### src/rtl/rr_input_arbiter_if.sv
// Handshake bundle between two packet sources, the round-robin input arbiter
// and the output_port_lookup stage.
interface rr_input_arbiter_if #(
  parameter int DATA_WIDTH = 64,
  parameter int CTRL_WIDTH = DATA_WIDTH / 8
);
  logic [DATA_WIDTH-1:0] in0_data;
  logic [CTRL_WIDTH-1:0] in0_ctrl;
  logic                  in0_wr;
  logic                  in0_rdy;
  logic [DATA_WIDTH-1:0] in1_data;
  logic [CTRL_WIDTH-1:0] in1_ctrl;
  logic                  in1_wr;
  logic                  in1_rdy;
  logic [DATA_WIDTH-1:0] out_data;
  logic [CTRL_WIDTH-1:0] out_ctrl;
  logic                  out_wr;
  logic                  out_rdy;
  logic [1:0]            overflow_err;

  modport slave (
    input  in0_data, in0_ctrl, in0_wr,
    input  in1_data, in1_ctrl, in1_wr,
    input  out_rdy,
    output in0_rdy, in1_rdy,
    output out_data, out_ctrl, out_wr,
    output overflow_err
  );

  modport master (
    output in0_data, in0_ctrl, in0_wr,
    output in1_data, in1_ctrl, in1_wr,
    output out_rdy,
    input  in0_rdy, in1_rdy,
    input  out_data, out_ctrl, out_wr,
    input  overflow_err
  );
endinterface

### src/rtl/rr_input_arbiter.sv
// Two-input packet arbiter: each input buffers into a private FIFO and whole
// packets are forwarded round-robin, never interleaved.
module rr_input_arbiter #(
  parameter int DATA_WIDTH = 64,
  parameter int CTRL_WIDTH = DATA_WIDTH / 8,
  parameter int FIFO_DEPTH = 8
) (
  input logic               clk,
  input logic               reset_n,
  rr_input_arbiter_if.slave bus
);
  localparam int PTR_W  = $clog2(FIFO_DEPTH);
  localparam int CNT_W  = PTR_W + 1;
  localparam int WORD_W = CTRL_WIDTH + DATA_WIDTH;
  localparam logic [CNT_W-1:0] FULL_CNT = CNT_W'(FIFO_DEPTH);
  localparam logic [CNT_W-1:0] RDY_MAX  = CNT_W'(FIFO_DEPTH - 2);

  typedef enum logic [1:0] {
    IDLE = 2'd0,
    HDR  = 2'd1,
    BODY = 2'd2
  } state_t;

  function automatic logic [PTR_W-1:0] ptr_inc(input logic [PTR_W-1:0] ptr);
    return ptr + PTR_W'(1);
  endfunction

  function automatic logic [CNT_W-1:0] cnt_next(input logic [CNT_W-1:0] cnt,
                                                input logic push, input logic pop);
    logic [CNT_W-1:0] res;
    case ({push, pop})
      2'b10:   res = cnt + CNT_W'(1);
      2'b01:   res = cnt - CNT_W'(1);
      default: res = cnt;
    endcase
    return res;
  endfunction

  state_t r_state;
  state_t w_state_nxt;
  logic   r_grant;
  logic   w_grant_nxt;
  logic   r_last;
  logic   w_last_nxt;

  logic [WORD_W-1:0]           r_mem [2][FIFO_DEPTH];
  logic [1:0][PTR_W-1:0]       r_wptr;
  logic [1:0][PTR_W-1:0]       r_rptr;
  logic [1:0][CNT_W-1:0]       r_cnt;
  logic [1:0][CNT_W-1:0]       w_cnt_nxt;
  logic [1:0]                  r_rdy;
  logic [1:0]                  r_ovf;
  logic [1:0]                  w_in_wr;
  logic [1:0][WORD_W-1:0]      w_in_word;
  logic [1:0]                  w_full;
  logic [1:0]                  w_nonempty;
  logic [1:0]                  w_push;
  logic [1:0]                  w_pop;

  logic [WORD_W-1:0] w_head_word;
  logic              w_head_is_ctrl;
  logic              w_can_pop;
  logic              w_pop_any;
  logic [WORD_W-1:0] r_out_word;
  logic              r_out_wr;

  assign w_in_wr      = {bus.in1_wr, bus.in0_wr};
  assign w_in_word[0] = {bus.in0_ctrl, bus.in0_data};
  assign w_in_word[1] = {bus.in1_ctrl, bus.in1_data};

  // Head of the granted FIFO; a non-zero ctrl marks a header or end of packet.
  assign w_head_word    = r_mem[r_grant][r_rptr[r_grant]];
  assign w_head_is_ctrl = |w_head_word[WORD_W-1 -: CTRL_WIDTH];
  assign w_can_pop      = bus.out_rdy & w_nonempty[r_grant];
  assign w_pop          = {w_pop_any & r_grant, w_pop_any & ~r_grant};

  // Per-FIFO status; a write to a full FIFO is dropped even if it is popped.
  always_comb begin
    w_full     = 2'b00;
    w_nonempty = 2'b00;
    w_push     = 2'b00;
    for (int i = 0; i < 2; i++) begin
      w_full[i]     = (r_cnt[i] == FULL_CNT);
      w_nonempty[i] = (r_cnt[i] != '0);
      w_push[i]     = w_in_wr[i] & ~w_full[i];
    end
  end

  // Next occupancy; simultaneous push and pop leaves the count unchanged.
  always_comb begin
    w_cnt_nxt = r_cnt;
    for (int i = 0; i < 2; i++) begin
      w_cnt_nxt[i] = cnt_next(r_cnt[i], w_push[i], w_pop[i]);
    end
  end

  // Arbitration FSM: next state, grant, last-served source and pop request.
  always_comb begin
    w_state_nxt = r_state;
    w_grant_nxt = r_grant;
    w_last_nxt  = r_last;
    w_pop_any   = 1'b0;
    case (r_state)
      IDLE: begin
        if (w_nonempty[~r_last]) begin
          w_grant_nxt = ~r_last;
          w_state_nxt = HDR;
        end else if (w_nonempty[r_last]) begin
          w_grant_nxt = r_last;
          w_state_nxt = HDR;
        end else begin
          w_state_nxt = IDLE;
        end
      end
      HDR: begin
        if (w_can_pop) begin
          w_pop_any   = 1'b1;
          w_state_nxt = w_head_is_ctrl ? HDR : BODY;
        end else begin
          w_state_nxt = HDR;
        end
      end
      BODY: begin
        if (w_can_pop && w_head_is_ctrl) begin
          w_pop_any   = 1'b1;
          w_last_nxt  = r_grant;
          w_state_nxt = IDLE;
        end else if (w_can_pop) begin
          w_pop_any   = 1'b1;
          w_state_nxt = BODY;
        end else begin
          w_state_nxt = BODY;
        end
      end
      default: begin
        w_state_nxt = IDLE;
      end
    endcase
  end

  // FSM registers; last_served resets to 1 so input 0 wins the first tie.
  always_ff @(posedge clk or negedge reset_n) begin
    if (!reset_n) begin
      r_state <= IDLE;
      r_grant <= 1'b0;
      r_last  <= 1'b1;
    end else begin
      r_state <= w_state_nxt;
      r_grant <= w_grant_nxt;
      r_last  <= w_last_nxt;
    end
  end

  // FIFO pointers, occupancy, registered ready and sticky overflow flags.
  always_ff @(posedge clk or negedge reset_n) begin
    if (!reset_n) begin
      r_wptr <= '0;
      r_rptr <= '0;
      r_cnt  <= '0;
      r_rdy  <= 2'b00;
      r_ovf  <= 2'b00;
    end else begin
      for (int i = 0; i < 2; i++) begin
        if (w_push[i]) begin
          r_wptr[i] <= ptr_inc(r_wptr[i]);
        end
        if (w_pop[i]) begin
          r_rptr[i] <= ptr_inc(r_rptr[i]);
        end
        r_cnt[i] <= w_cnt_nxt[i];
        r_rdy[i] <= (w_cnt_nxt[i] <= RDY_MAX);
        r_ovf[i] <= r_ovf[i] | (w_in_wr[i] & w_full[i]);
      end
    end
  end

  // FIFO storage; contents are only meaningful between the pointers.
  always_ff @(posedge clk) begin
    for (int i = 0; i < 2; i++) begin
      if (w_push[i]) begin
        r_mem[i][r_wptr[i]] <= w_in_word[i];
      end
    end
  end

  // Output register: one valid cycle per popped word, data held otherwise.
  always_ff @(posedge clk or negedge reset_n) begin
    if (!reset_n) begin
      r_out_wr   <= 1'b0;
      r_out_word <= '0;
    end else begin
      r_out_wr <= w_pop_any;
      if (w_pop_any) begin
        r_out_word <= w_head_word;
      end
    end
  end

  assign bus.out_wr       = r_out_wr;
  assign bus.out_data     = r_out_word[DATA_WIDTH-1:0];
  assign bus.out_ctrl     = r_out_word[WORD_W-1 -: CTRL_WIDTH];
  assign bus.in0_rdy      = r_rdy[0];
  assign bus.in1_rdy      = r_rdy[1];
  assign bus.overflow_err = r_ovf;
endmodule

### src/flat_wrapper.sv
// flat-port wrapper written by rule: the top's interface ports become plain ports
module rr_input_arbiter_flat 
#(
  parameter int DATA_WIDTH = 64,
  parameter int CTRL_WIDTH = DATA_WIDTH / 8,
  parameter int FIFO_DEPTH = 8
)
  (clk, reset_n, bus_in0_data, bus_in0_ctrl, bus_in0_wr, bus_in1_data, bus_in1_ctrl, bus_in1_wr, bus_out_rdy, bus_in0_rdy, bus_in1_rdy, bus_out_data, bus_out_ctrl, bus_out_wr, bus_overflow_err);
  rr_input_arbiter_if #(.DATA_WIDTH(DATA_WIDTH), .CTRL_WIDTH(CTRL_WIDTH)) bus_i ();
  input logic clk;
  input logic reset_n;
  input wire logic [$bits(bus_i.in0_data)-1:0] bus_in0_data;
  input wire logic [$bits(bus_i.in0_ctrl)-1:0] bus_in0_ctrl;
  input wire logic [$bits(bus_i.in0_wr)-1:0] bus_in0_wr;
  input wire logic [$bits(bus_i.in1_data)-1:0] bus_in1_data;
  input wire logic [$bits(bus_i.in1_ctrl)-1:0] bus_in1_ctrl;
  input wire logic [$bits(bus_i.in1_wr)-1:0] bus_in1_wr;
  input wire logic [$bits(bus_i.out_rdy)-1:0] bus_out_rdy;
  output wire logic [$bits(bus_i.in0_rdy)-1:0] bus_in0_rdy;
  output wire logic [$bits(bus_i.in1_rdy)-1:0] bus_in1_rdy;
  output wire logic [$bits(bus_i.out_data)-1:0] bus_out_data;
  output wire logic [$bits(bus_i.out_ctrl)-1:0] bus_out_ctrl;
  output wire logic [$bits(bus_i.out_wr)-1:0] bus_out_wr;
  output wire logic [$bits(bus_i.overflow_err)-1:0] bus_overflow_err;
  assign bus_i.in0_data = bus_in0_data;
  assign bus_i.in0_ctrl = bus_in0_ctrl;
  assign bus_i.in0_wr = bus_in0_wr;
  assign bus_i.in1_data = bus_in1_data;
  assign bus_i.in1_ctrl = bus_in1_ctrl;
  assign bus_i.in1_wr = bus_in1_wr;
  assign bus_i.out_rdy = bus_out_rdy;
  assign bus_in0_rdy = bus_i.in0_rdy;
  assign bus_in1_rdy = bus_i.in1_rdy;
  assign bus_out_data = bus_i.out_data;
  assign bus_out_ctrl = bus_i.out_ctrl;
  assign bus_out_wr = bus_i.out_wr;
  assign bus_overflow_err = bus_i.overflow_err;
  rr_input_arbiter #(.DATA_WIDTH(DATA_WIDTH), .CTRL_WIDTH(CTRL_WIDTH), .FIFO_DEPTH(FIFO_DEPTH)) u_core (.clk(clk), .reset_n(reset_n), .bus(bus_i));
endmodule
### config.mk
export PLATFORM = sky130hd
export DESIGN_NAME = rr_input_arbiter_flat
export DESIGN_NICKNAME = d
export VERILOG_FILES = /design/src/rtl/rr_input_arbiter_if.sv /design/src/rtl/rr_input_arbiter.sv /design/src/flat_wrapper.sv
export SDC_FILE = /design/constraint.sdc
export NUM_CORES = 2
export LEC_CHECK = 0
export ABC_AREA = 0
export CORE_MARGIN = 5
export CORE_UTILIZATION = 50
export DETAILED_ROUTE_END_ITERATION = 16
export PLACE_DENSITY = 0.69
export SLEW_MARGIN = 20
export SYNTH_ARGS = -nofsm -noshare
export SYNTH_HDL_FRONTEND = slang
export SYNTH_SLANG_ARGS = --single-unit
### constraint.sdc
create_clock -name clk -period 10.5 [get_ports clk]
set_input_delay 2.1 -clock clk [delete_from_list [all_inputs] [get_ports clk]]
set_output_delay 2.1 -clock clk [all_outputs]
set_load 0.01 [all_outputs]
## Word-level counts from Yosys, hierarchy flattened

Memory sizes are Yosys's and may differ from the RTL's.
Cells that the tools add are included.

- Add/subtract/negate cells: 8
- Reductions and logical operators: 10
- Bitwise gates (word level): 16
- Magnitude comparators: 10
- Mux-type cells: 32
- Eq/ne operators: 8

Operators by type and width:

| cell | number |
|---|---|
| 2-to-1 mux 576 bit | 2 |
| demux 72 bit (select 3 bit) | 2 |
| 2-to-1 mux 72 bit | 4 |
| binary-select mux 72 bit (select 3 bit) | 1 |
| one-hot mux 4 bit (2 select lines) | 2 |
| 2-to-1 mux 1 bit | 13 |
| adder 3 x 1 -> 3 bit, second input constant | 4 |
| greater-or-equal comparator 4 bit, second input constant | 3 |
| NOT 3 -> 4 bit | 3 |
| adder 4 x 1 -> 4 bit, second input constant | 2 |
| equality test 4 bit, second input constant | 2 |
| <= comparator 4 x 3 -> 1 bit, second input constant | 2 |
| < comparator 4 x 1 -> 1 bit, second input constant | 2 |
| 2-to-1 mux 2 bit | 4 |
| nonzero test 4 bit | 2 |
| OR reduction 8 bit | 1 |
| subtractor 4 x 1 -> 4 bit, second input constant | 2 |
| bitwise AND 1 bit | 7 |
| equality test 2 x 1 -> 1 bit, second input constant | 3 |
| equality test 2 bit, second input constant | 3 |
| < comparator 1 x 2 -> 1 bit, second input constant | 3 |
| 2-to-1 mux 3 bit | 2 |
| one-hot mux 2 bit (3 select lines) | 1 |
| NOT 1 bit | 4 |
| 6 further kinds | 10 |

- Input bits: 149
- Word-level logic and storage cells: 98
- Register bits after elaboration: 101
- Memories kept: 1
- Output and inout port bits: 77
- RAM bits: 1,152

Memory list:

| memory | depth | width | rd ports | clocked after memory_dff | write ports | RTL line | source |
|---|---|---|---|---|---|---|---|
| u_core.r_mem | 2 | 576 | 1 | 0 | 2 | rr_input_arbiter.sv:46 | `logic [WORD_W-1:0] r_mem [2][FIFO_DEPTH];` |

## Depth between registers and ports, before layout

- Depth after elaboration: 14
- Depth in mapped cells: 16
- Gate-level depth less buffers: 15

## Worst setup path after synthesis

No wires, ideal clock.

- Kind: input-to-reg
- From: input port bus_in1_wr
- To: memory u_core.r_mem[1][504] (netlist name), enable pin
- Data required time: 9.821 ns
- Path slack: 0.540 ns
- Stages: 3
- Path buffers: 0
- Arrival time: 9.281 ns
- Cell sequence: and2_1 clkinv_1 nor4_1

RTL lines:

| what | RTL line | source |
|---|---|---|
| start: declaration | flat_wrapper.sv:17 | `input wire logic [$bits(bus_i.in1_wr)-1:0] bus_in1_wr;` |
| end: declaration | rr_input_arbiter.sv:46 |  |

==> results.md <==
* Status: finished, final reports clean
* Max_cap viols at 0
* Final wirelength at 112000 um
* Slew Viols, Final at 0
* Hold-fix buffer count after cts at 0
* Grt met1 use at 0.308
* M2 GR Usage at 0.352
* Worst-path clk slew at 0.06 ns
* Initial antenna violation count at 19
* Syn Std Cell Area at 0.0480 mm2
* Global route hottest layer: met2
* Share of flip-flops with an asynchronous set or reset at 0.0806
* Fmax at approximately 220 MHz
* Max rail drop VDD at between 200 and 300 uV
* Post-synth top area cell: edfxtp_1
* GRT met3 Usage at 0.0534
* CTS tree: built
* CP endpoint kind: flop
* DP HPWL at between 60000 and 70000 um
* Post-Synth Adder-Cell Area at 0.00448
* Initial core utilization at 0.504
* #FFs+latches synth at 1253
* Hold Slack at 0.479 ns
* Clk_skew at 0.0369 ns
* Share of the yosys chip area belonging to registers at 0.773
* IO buf count at 225
* Die width at between 300 and 400 um
* Site row count at 113
* Post-synth EDFFs at approximately 1200
* Slew margin rel. at 0.239
* Post-synthesis mux area share at 0.136
* CTS resizes at 0
* Critical path peak fanout at 55
* Fill count at slightly below 7000
* Worst slack, placed at a little over 5 ns
* Setup_tns at 0 ns
* Total CTS buffers at about 120
* CTS H-Tree Depth at 3
* Syn-to-layout area delta at 16.0%
* Synth top cells by count: edfxtp_1 (1152), nand2_1 (416), mux4_2 (256)
* Root buf cell: clkbuf_16
* DRT iter0 DRCs at 2406
* Slowest-stage cell, CP: buf_4
* Max Root-Sink Buffers at 3
* First-pass GRT wire length at roughly 170000 um
* Area occupied by multi-input gates at approximately 0.01 mm2
* Router iterations before antenna repair at 5
* Vias per inst at 5.89
* CP Launch Type: primary input
* Avg Synthesized Cell Area at 19.4 um2
* Residual DRC at 0
* Post-Synth Simple-Gate Area at 0.0465
* Synth top area share at 0.721
* Critical path class: in2reg
* Setup ws final at 5.86 ns
* Synth top area cells: edfxtp_1 (72%), mux4_2 (12%), dfrtp_1 (5.2%)
* Lkg Pwr at 18.6 nW
* Main combinational cell family by area after synthesis: multiplexers
* Syn nets at ~2600
* Synth Area in Compound Gates at 0.0211
* Vert. Die Dim at 320 um
* Buffer and inverter count on the worst path at 2
* Post-synthesis xor/xnor area fraction at 0.00274
* Cell family with most CP delay: buffers and inverters
* GRT overflow at 0
* Vias in the first global route at 25700
* Hold WC Path Type: reg2reg
* Unrepaired setup endpoints after global routing: false
* Ratio of final minimum period to clock period at 0.442
* Core area at 0.0952 mm2
* Crit-path cells: clkdlybuf4s50_1 > and2_1 > nand2b_1 > nor2_4 > buf_4
* DIE AREA at a little over 0.1 mm2
* Reg area at 0.0371 mm2
* NumNets Final at 2905
* Total track usage at 0.219
* Critical Path Max Stage Delay at 0.97 ns
* Distinct cells, synth at 53
* Via Count at 24300
* Power per cell area at 292 mW/mm2
* Post-CTS Setup Inserts at 0
* Post-DRT Antenna Nets at 0
* Final Setup Violations at 0
* Crit path DAT at 4.95 ns
* Synth warn at 0
* CP Data Required Time at 10.81 ns
* Clock latency on the worst-skew pair at 0.72 ns
* I/O Pins at between 200 and 250
* Clk sinks at 1253
* Count leader, synth: edfxtp_1
* Final Wtd Congestion at 0.767
* Most used DFF post-synth: edfxtp_1
* Final Hold Fails at 0
* Fin crit period at 4.64 ns
* Average wire per standard cell at about 27 um
* Post-Syn Instances at 2472
* Pin count of the biggest net entering global routing at 137
* Worst-Margin Slew at 1.14 ns
* Fraction of layout cells with a size suffix above 1 at 0.192
cell families (layout without fill, tap and decap cells):
family,count (synthesis),after routing
buffers and inverters,140,515
multiplexers,329,329
XOR/XNOR,15,15
adder cells (fa/ha/maj),16,16
AND/OR/NAND/NOR,532,532
flip-flops,1253,1253
AO/OA/AOI/OAI,187,187
other,0,7
layer usage:
metal | vias to the layer above | wire [um]
met5 | - | 157
met4 | 24 | 2160
met3 | 168 | 9420
met2 | 966 | 54300
met1 | 12800 | 46400
li1 | 10300 | -
layout by cell type, fill, tap and decap left out, drive strengths merged, types with 2 or more instances in the layout:
cell              n
clkdlybuf4s50   224
mux4            256
o22ai            32
clkinvlp          9
nor2             12
clkbuf          160
fa                2
inv              15
or3b              3
nor4              6
a31oi             2
nand3b            3
or4               5
nand4             2
a31o              2
nand3            67
dfrtp           100
xor2              5
mux2             29
xnor2            10
a21o              2
o21ai           140
and2              3
nand2           416
edfxtp         1152
buf              49
bufinv           11
clkinv           47
mux2i            44
nand2b            5
nor3              8
a21oi             4
diode             7
ha               14
tightest hold or removal path: cells and delay by family, from the launching register on:
kind / cells / cell delay (ns)
AO/OA/AOI/OAI: 1 / 0.06
flip-flops: 1 / 0.34
AND/OR/NAND/NOR: 1 / 0.04
registers in the layout (all words and copies together) (netlist names):
register and flops:
u_core.r_grant 1, u_core.r_out_word 72, u_core.r_rdy 2, u_core.r_cnt 8
u_core.bus.out_wr 1, u_core.r_mem 1152, u_core.r_wptr 6, u_core.bus.overflow_err 2
u_core.r_last 1, u_core.r_rptr 6, u_core.r_state 2
through the flow:
stage	cell area (um2)	cells	power (mW)	util
2_1_floorplan	48000	2472	10.4	-
3_3_place_gp	51700	3882	12.0	0.543
3_5_place_dp	51700	3882	12.1	0.543
4_1_cts	55700	4112	16.4	0.585
5_1_grt	55700	4115	17.1	0.585
6_report	55700	4119	16.3	0.585
final cells by class:
type,instances,area share
inverter,12,0.000809
clock buffer,160,0.0585
timing repair buffer,273,0.0472
tap,1265,0.0284
antenna,7,0.000315
clock inverter,70,0.0133
sequential,1253,0.667
multi-input combinational,1079,0.185
power by group:
group	total (mW)	internal, mW	switching (mW)
combinational	5.27	2.16	3.11
clock	4.33	2.46	1.87
sequential	6.67	6.35	0.317
total	16.3	11.0	5.29
worst paths after layout:
kind | slack (ns) | from | cells after the start | endpoint
max | 5.86 | bus_in0_wr | 5 | u_core.r_mem[0][369]
min | 0.48 | u_core.r_out_word[44] | 2 | u_core.r_out_word[44]
max reg2reg | 6.20 | u_core.r_grant | 8 | u_core.r_out_word[8]
min reg2reg | 0.48 | u_core.r_out_word[44] | 2 | u_core.r_out_word[44]
max in group asynchronous | 7.91 | reset_n | 2 | u_core.r_out_word[59]
min in group asynchronous | 1.46 | reset_n | 1 | u_core.r_out_word[36]
Note: power is estimated with default switching activity, not from simulation.
